`config.mk`:
```
export PLATFORM = sky130hd
export DESIGN_NAME = fit_1d_sched_flat
export DESIGN_NICKNAME = d
export VERILOG_FILES = /design/src/rtl/gsz_pkg.sv /design/src/rtl/fit_1d_sched_if.sv /design/src/rtl/fit_hist_bank.sv /design/src/rtl/fit_1d_sched.sv /design/src/flat_wrapper.sv
export SDC_FILE = /design/constraint.sdc
export NUM_CORES = 1
export LEC_CHECK = 0
export CAP_MARGIN = 40
export CORE_MARGIN = 2
export CORE_UTILIZATION = 55
export CTS_CLUSTER_SIZE = 24
export DETAILED_ROUTE_END_ITERATION = 12
export PLACE_DENSITY_LB_ADDON = 0.15
export SLEW_MARGIN = 20
export SYNTH_ARGS = -nofsm -noshare
export SYNTH_HDL_FRONTEND = slang
export SYNTH_SLANG_ARGS = --single-unit
```
`constraint.sdc`:
```
create_clock -name clk -period 4 [get_ports clk]
set_input_delay 0.8 -clock clk [delete_from_list [all_inputs] [get_ports clk]]
set_output_delay 0.8 -clock clk [all_outputs]
set_load 0.05 [all_outputs]
```
`src/rtl/gsz_pkg.sv`:
```
// Shared types and constants for the 1-D curve-fitting predictor scheduler.
// History records carry the last three reconstructed values of one lane.
package gsz_pkg;
    localparam int DW        = 32;
    localparam int LANES_DEF = 4;
    localparam int LANE_W    = $clog2(LANES_DEF);
    localparam int HIST_MAX  = 3;

    typedef struct packed {
        logic [DW-1:0] h1;
        logic [DW-1:0] h2;
        logic [DW-1:0] h3;
        logic [1:0]    cnt;
        logic          busy;
    } hist_t;
endpackage

```
`src/rtl/fit_1d_sched_if.sv`:
```
// Sample-in / issue-out / feedback-in bundle of the 1-D fit scheduler.
// master drives samples and feedback; slave is the scheduler.
interface fit_1d_sched_if #(
    parameter int LANES = 4,
    parameter int DW    = 32
);
    localparam int LW = $clog2(LANES);

    logic          in_valid;
    logic          in_ready;
    logic [DW-1:0] in_data;
    logic [LW-1:0] in_lane;
    logic          in_first;
    logic          pred_valid;
    logic [DW-1:0] pred_data;
    logic [DW-1:0] pred_p1;
    logic [DW-1:0] pred_p2;
    logic [DW-1:0] pred_p3;
    logic [1:0]    pred_hist_cnt;
    logic [LW-1:0] pred_lane;
    logic          fb_valid;
    logic [LW-1:0] fb_lane;
    logic [DW-1:0] fb_value;
    logic          idle;
    logic          err;

    modport master (
        output in_valid, in_data, in_lane, in_first, fb_valid, fb_lane, fb_value,
        input  in_ready, pred_valid, pred_data, pred_p1, pred_p2, pred_p3,
               pred_hist_cnt, pred_lane, idle, err
    );
    modport slave (
        input  in_valid, in_data, in_lane, in_first, fb_valid, fb_lane, fb_value,
        output in_ready, pred_valid, pred_data, pred_p1, pred_p2, pred_p3,
               pred_hist_cnt, pred_lane, idle, err
    );
endinterface

```
`src/rtl/fit_hist_bank.sv`:
```
// Per-lane reconstructed-value history and busy bits. Feedback shifts the
// history of a busy lane; an accepted in_first sample wipes it.
module fit_hist_bank
    import gsz_pkg::*;
#(
    parameter int LANES = 4,
    localparam int LW   = $clog2(LANES)
) (
    input  logic          clk,
    input  logic          rst_n,
    input  logic          acc_i,
    input  logic [LW-1:0] acc_lane_i,
    input  logic          acc_first_i,
    input  logic          fb_valid_i,
    input  logic [LW-1:0] fb_lane_i,
    input  logic [DW-1:0] fb_value_i,
    input  logic [LW-1:0] rd_lane_i,
    output hist_t         rd_hist_o,
    output logic          fb_spur_o,
    output logic          idle_nxt_o
);
    hist_t hist_q [LANES];
    hist_t hist_d [LANES];

    always_comb begin
        for (int l = 0; l < LANES; l++) begin
            hist_d[l] = hist_q[l];
            if (acc_i && acc_lane_i == LW'(l)) begin
                hist_d[l].busy = 1'b1;
                if (acc_first_i) begin
                    hist_d[l].h1  = '0;
                    hist_d[l].h2  = '0;
                    hist_d[l].h3  = '0;
                    hist_d[l].cnt = '0;
                end
            end else if (fb_valid_i && fb_lane_i == LW'(l) && hist_q[l].busy) begin
                hist_d[l].h3   = hist_q[l].h2;
                hist_d[l].h2   = hist_q[l].h1;
                hist_d[l].h1   = fb_value_i;
                hist_d[l].busy = 1'b0;
                if (hist_q[l].cnt != 2'(HIST_MAX))
                    hist_d[l].cnt = hist_q[l].cnt + 2'd1;
            end
        end
    end

    always_ff @(posedge clk or negedge rst_n) begin
        if (!rst_n) begin
            for (int l = 0; l < LANES; l++) hist_q[l] <= '0;
        end else begin
            for (int l = 0; l < LANES; l++) hist_q[l] <= hist_d[l];
        end
    end

    assign rd_hist_o = hist_q[rd_lane_i];
    // Busy is judged before this cycle's accept, so no same-cycle bypass exists.
    assign fb_spur_o = fb_valid_i & ~hist_q[fb_lane_i].busy;

    always_comb begin
        idle_nxt_o = 1'b1;
        for (int l = 0; l < LANES; l++)
            if (hist_d[l].busy) idle_nxt_o = 1'b0;
    end
endmodule

```
`src/rtl/fit_1d_sched.sv`:
```
// Issue scheduler for the 1-D fit predictor: one sample per cycle across lanes,
// each lane held off until its reconstructed value has come back.
module fit_1d_sched
    import gsz_pkg::*;
#(
    parameter int LANES = 4,
    parameter int DW    = gsz_pkg::DW
) (
    input  logic          clk,
    input  logic          rst_n,
    fit_1d_sched_if.slave bus
);
    localparam int LW = $clog2(LANES);

    hist_t         rd_hist;
    logic          accept, spur, idle_nxt;
    logic          pvld_q, pvld_d;
    logic [DW-1:0] pdata_q, pdata_d;
    logic [DW-1:0] p1_q, p1_d, p2_q, p2_d, p3_q, p3_d;
    logic [1:0]    pcnt_q, pcnt_d;
    logic [LW-1:0] plane_q, plane_d;
    logic          err_q, err_d;
    logic          idle_q, idle_d;

    assign bus.in_ready = ~rd_hist.busy;
    assign accept       = bus.in_valid & bus.in_ready;

    fit_hist_bank #(.LANES(LANES)) u_bank (
        .clk         (clk),
        .rst_n       (rst_n),
        .acc_i       (accept),
        .acc_lane_i  (bus.in_lane),
        .acc_first_i (bus.in_first),
        .fb_valid_i  (bus.fb_valid),
        .fb_lane_i   (bus.fb_lane),
        .fb_value_i  (bus.fb_value),
        .rd_lane_i   (bus.in_lane),
        .rd_hist_o   (rd_hist),
        .fb_spur_o   (spur),
        .idle_nxt_o  (idle_nxt)
    );

    always_comb begin
        pvld_d  = accept;
        pdata_d = pdata_q;
        p1_d    = p1_q;
        p2_d    = p2_q;
        p3_d    = p3_q;
        pcnt_d  = pcnt_q;
        plane_d = plane_q;
        err_d   = err_q | spur;
        idle_d  = idle_nxt & ~accept;
        if (accept) begin
            pdata_d = bus.in_data;
            plane_d = bus.in_lane;
            if (bus.in_first) begin
                p1_d   = '0;
                p2_d   = '0;
                p3_d   = '0;
                pcnt_d = '0;
            end else begin
                p1_d   = rd_hist.h1;
                p2_d   = rd_hist.h2;
                p3_d   = rd_hist.h3;
                pcnt_d = rd_hist.cnt;
            end
        end
    end

    always_ff @(posedge clk or negedge rst_n) begin
        if (!rst_n) begin
            pvld_q  <= 1'b0;
            pdata_q <= '0;
            p1_q    <= '0;
            p2_q    <= '0;
            p3_q    <= '0;
            pcnt_q  <= '0;
            plane_q <= '0;
            err_q   <= 1'b0;
            idle_q  <= 1'b1;
        end else begin
            pvld_q  <= pvld_d;
            pdata_q <= pdata_d;
            p1_q    <= p1_d;
            p2_q    <= p2_d;
            p3_q    <= p3_d;
            pcnt_q  <= pcnt_d;
            plane_q <= plane_d;
            err_q   <= err_d;
            idle_q  <= idle_d;
        end
    end

    assign bus.pred_valid    = pvld_q;
    assign bus.pred_data     = pdata_q;
    assign bus.pred_p1       = p1_q;
    assign bus.pred_p2       = p2_q;
    assign bus.pred_p3       = p3_q;
    assign bus.pred_hist_cnt = pcnt_q;
    assign bus.pred_lane     = plane_q;
    assign bus.err           = err_q;
    assign bus.idle          = idle_q;
endmodule

```
`src/flat_wrapper.sv`:
```
// flat-port wrapper written by rule: the top's interface ports become plain ports
module fit_1d_sched_flat import gsz_pkg::*;
#(
    parameter int LANES = 4,
    parameter int DW    = gsz_pkg::DW
)
  (clk, rst_n, bus_in_valid, bus_in_data, bus_in_lane, bus_in_first, bus_fb_valid, bus_fb_lane, bus_fb_value, bus_in_ready, bus_pred_valid, bus_pred_data, bus_pred_p1, bus_pred_p2, bus_pred_p3, bus_pred_hist_cnt, bus_pred_lane, bus_idle, bus_err);
  fit_1d_sched_if #(.LANES(LANES), .DW(DW)) bus_i ();
  input  logic clk;
  input  logic rst_n;
  input wire logic [$bits(bus_i.in_valid)-1:0] bus_in_valid;
  input wire logic [$bits(bus_i.in_data)-1:0] bus_in_data;
  input wire logic [$bits(bus_i.in_lane)-1:0] bus_in_lane;
  input wire logic [$bits(bus_i.in_first)-1:0] bus_in_first;
  input wire logic [$bits(bus_i.fb_valid)-1:0] bus_fb_valid;
  input wire logic [$bits(bus_i.fb_lane)-1:0] bus_fb_lane;
  input wire logic [$bits(bus_i.fb_value)-1:0] bus_fb_value;
  output wire logic [$bits(bus_i.in_ready)-1:0] bus_in_ready;
  output wire logic [$bits(bus_i.pred_valid)-1:0] bus_pred_valid;
  output wire logic [$bits(bus_i.pred_data)-1:0] bus_pred_data;
  output wire logic [$bits(bus_i.pred_p1)-1:0] bus_pred_p1;
  output wire logic [$bits(bus_i.pred_p2)-1:0] bus_pred_p2;
  output wire logic [$bits(bus_i.pred_p3)-1:0] bus_pred_p3;
  output wire logic [$bits(bus_i.pred_hist_cnt)-1:0] bus_pred_hist_cnt;
  output wire logic [$bits(bus_i.pred_lane)-1:0] bus_pred_lane;
  output wire logic [$bits(bus_i.idle)-1:0] bus_idle;
  output wire logic [$bits(bus_i.err)-1:0] bus_err;
  assign bus_i.in_valid = bus_in_valid;
  assign bus_i.in_data = bus_in_data;
  assign bus_i.in_lane = bus_in_lane;
  assign bus_i.in_first = bus_in_first;
  assign bus_i.fb_valid = bus_fb_valid;
  assign bus_i.fb_lane = bus_fb_lane;
  assign bus_i.fb_value = bus_fb_value;
  assign bus_in_ready = bus_i.in_ready;
  assign bus_pred_valid = bus_i.pred_valid;
  assign bus_pred_data = bus_i.pred_data;
  assign bus_pred_p1 = bus_i.pred_p1;
  assign bus_pred_p2 = bus_i.pred_p2;
  assign bus_pred_p3 = bus_i.pred_p3;
  assign bus_pred_hist_cnt = bus_i.pred_hist_cnt;
  assign bus_pred_lane = bus_i.pred_lane;
  assign bus_idle = bus_i.idle;
  assign bus_err = bus_i.err;
  fit_1d_sched #(.LANES(LANES), .DW(DW)) u_core (.clk(clk), .rst_n(rst_n), .bus(bus_i));
endmodule
```
==> qor.yml <==
outcome:
  status: "finished clean"
synthesis:
  netlist_instances: 2374
  postSynthAreaPerCell_um2: 9.93
  ys_seq_elements: 531
  yosys_warnings: 0
  syn-cell-area_um2: 23600
  synth_cell_types: 40
  yosysSeqAreaShare: 0.564
  synth_nets: 2451
cts:
  postCtsSetupBuffers: 0
  cts.htree.levels: 2
  clk_path_buf_depth: 3
  cts_hold_buf: 0
  clk_pin_slew_ns: 0.06
  post_cts_resized: 0
  insertion_delay_ns: 0.61
  cts_root_buffer: "clkbuf_16"
  cts.sinks: 531
  cts_tree: "built"
  cts_buffers: 57
global_routing:
  busiest_layer: "met2"
  antenna_found_initial: 2
  grt_pass1_wl_um: 101000
  grtUsageMet2: 0.450
  first_global_vias: 18358
  use_met3: 0.0415
  grtUsageMet1: 0.408
  grt_use_total: 0.283
  overflow: 0
  grt_max_degree: 122
routing:
  drtIter0Drc: 1948
  avgRoutedWirePerCell_um: 20.1
  viasPerCell: 5.93
  ant_nets: 0
  vias: 18291
  drc_errors: 0
  totalWireLength_um: 61900
  dr.pass1.iters: 8
floorplanning:
  start_util: 0.559
  core_um2: 42100
  fp-row-count: 75
  die_area_um2: 44500
  die_h_um: 211
  num_io_pins: 209
  die_w_um: 211
setup_path:
  slowest_stage: "clkdlybuf4s50_1"
  cp_max_fo: 12
  critPathLaunchType: "input port"
  criticalPathCategory: "in2out"
  endpoint_kind: "output port"
  cpPeakStageDelay_ns: 0.82
  cp_cell_sequence: "clkdlybuf4s50_1 > mux2i_1 > buf_12"
  critPathRequiredTime_ns: 3.20
  arrival_ns: 2.42
placement:
  portBuffers: 208
  pre_cts_ws_ns: 0.670
  place_hpwl_um: 35200
  place_congestion: 0.809
sta:
  fin_crit_sh: 0.805
  timing.setup.tns_ns: 0
  skew_ns: 0.0270
  setup_ws_ns: 0.782
  fmax_mhz: 311
  setup_viol: 0
  grt_setup_unrepaired: "no"
  post-route-min-period_ns: 3.22
  max_slew_margin: 0.380
  worstMarginPinSlew_ns: 0.930
  slew_violations: 0
  hold_viol: 0
layout:
  multi_input_area_um2: 9470
  regArea_um2: 13300
  area_growth_pct: 18.6
  drive_gt1_frac: 0.0928
  nNetsFinal: 2574
  fin_util: 0.663
  n_fill_cell: 3330
pwr:
  leakage_nw: 12.5
  power_density_nw_per_um2: 617
  irDropWorstVdd_mv: 0.416
run:
  drv_cap: 0
min_path:
  hp-class: "in2async"
[sequential cells by signal, summed over array words and instances (netlist names)]
register	cells
u_core.u_bank.hist_q	396
u_core.bus.pred_p2	32
u_core.bus.pred_hist_cnt	2
u_core.bus.err	1
u_core.bus.pred_valid	1
u_core.bus.pred_lane	2
u_core.bus.pred_data	32
u_core.bus.idle	1
u_core.bus.pred_p3	32
u_core.bus.pred_p1	32
[layer usage]
layer | vias to the layer above | wire length, um
met4 | 2 | 1090
met3 | 80 | 4090
met1 | 9222 | 27500
met2 | 692 | 29200
li1 | 8295 | -
met5 | - | 13
[placed cells by master, fill, tap and decap left out, types with 2 or more instances in the layout]
| cell type | n |
|---|---|
| clkbuf_16 | 59 |
| nor2_4 | 3 |
| clkbuf_1 | 16 |
| o221ai_1 | 6 |
| and4b_4 | 2 |
| buf_8 | 2 |
| inv_1 | 5 |
| clkdlybuf4s50_1 | 205 |
| o22ai_1 | 98 |
| nand2_1 | 773 |
| ha_1 | 4 |
| clkinv_2 | 14 |
| nand3b_1 | 3 |
| buf_12 | 17 |
| mux2_2 | 80 |
| o21ai_0 | 389 |
| clkbuf_8 | 15 |
| nand2b_1 | 3 |
| buf_4 | 32 |
| dfrtp_1 | 530 |
| o31ai_1 | 9 |
| nand4b_1 | 2 |
| mux2i_1 | 198 |
| nand3_1 | 3 |
| nor2_1 | 2 |
| mux2_1 | 53 |
[per-stage QoR]
step	instance area (um2)	instances	power, mW	hold WS (ns)
final	27900	3084	17.2	0.220
after global placement	26100	2977	12.0	0.469
after detailed placement	26100	2977	12.2	0.474
after CTS	27900	3083	17.3	0.233
after global routing	27900	3084	18.1	0.278
after floorplan	23600	2374	10.6	0.471
[report_power, final]
part / switching, mW / leakage, nW / total (mW) / internal [mW]
sequential: 1.01 / 7.09 / 7.78 / 6.77
combinational: 2.68 / 4.47 / 4.36 / 1.68
clock: 2.13 / 0.913 / 5.10 / 2.97
[Yosys cell counts]
cell type	count	area [um2]
a211o_1	1	8.76
a21o_1	1	7.51
a311oi_1	1	8.76
and4_1	1	8.76
and4b_1	2	20.0
buf_1	11	41.3
buf_2	59	295
buf_4	2	15.0
buf_6	8	90.1
clkbuf_1	108	405
clkbuf_2	4	20.0
dfrtp_1	530	13300
dfstp_2	1	26.3
ha_1	4	50.1
inv_1	5	18.8
mux2_1	53	597
mux2_2	80	901
mux2i_1	198	1980
mux4_2	1	22.5
nand2_1	773	2900
nand2b_1	4	25.0
nand3_1	3	15.0
nand3b_1	3	22.5
nand4_1	1	6.26
nand4b_1	2	17.5
nand4bb_1	1	11.3
nor2_1	5	18.8
nor2b_1	1	6.26
nor3_2	1	10.0
nor4bb_1	1	10.0
o21ai_0	389	1950
o21bai_1	1	7.51
o221ai_1	6	52.6
o22ai_1	98	613
o22ai_4	1	20.0
o31a_1	1	8.76
o31ai_1	9	67.6
or2_2	2	12.5
or3_1	1	6.26
or4_1	1	7.51
[kinds of logic (layout without fill, tap and decap cells)]
family          after synthesis  count (layout)  share of synthesized area
buf+inv                     197             367                     0.0376
compound gates              508             508                      0.116
mux                         332             332                      0.149
fa+ha+maj                     4               4                    0.00212
other cells                   0               1                          0
flops                       531             531                      0.564
simple gates                802             802                      0.132
[critical path, delay by kind of cell]
kind     cells  cell delay [ns]
buf+inv      2             1.03
mux          1             0.58
[worst paths after layout]
| path | to | slack (ns) | from | depth (start not counted) |
|---|---|---|---|---|
| min in group clk | u_core.bus.pred_p3[13] | 0.48 | u_core.bus.pred_p3[13] | 1 |
| hold / removal | u_core.bus.pred_p2[20] | 0.22 | rst_n | 1 |
| hold reg to reg | u_core.bus.pred_p3[13] | 0.48 | u_core.bus.pred_p3[13] | 1 |
| max in group asynchronous | u_core.u_bank.hist_q[269] | 2.66 | rst_n | 2 |
| setup / recovery | bus_in_ready | 0.78 | bus_in_lane[0] | 3 |
| setup reg to reg | u_core.bus.pred_lane[1] | 1.76 | u_core.u_bank.hist_q[99] | 4 |
[area by class of cell]
| type | count | area share |
|---|---|---|
| flip-flops and latches | 531 | 0.475 |
| multi-input cells | 1646 | 0.339 |
| repair buffers | 256 | 0.0953 |
| clock buffers | 90 | 0.0624 |
| well taps | 539 | 0.0241 |
| clock inverters | 16 | 0.00309 |
| inverters | 5 | 0.000672 |
| diodes | 1 | 0.0000895 |
Power figures use the tool's default switching activity.
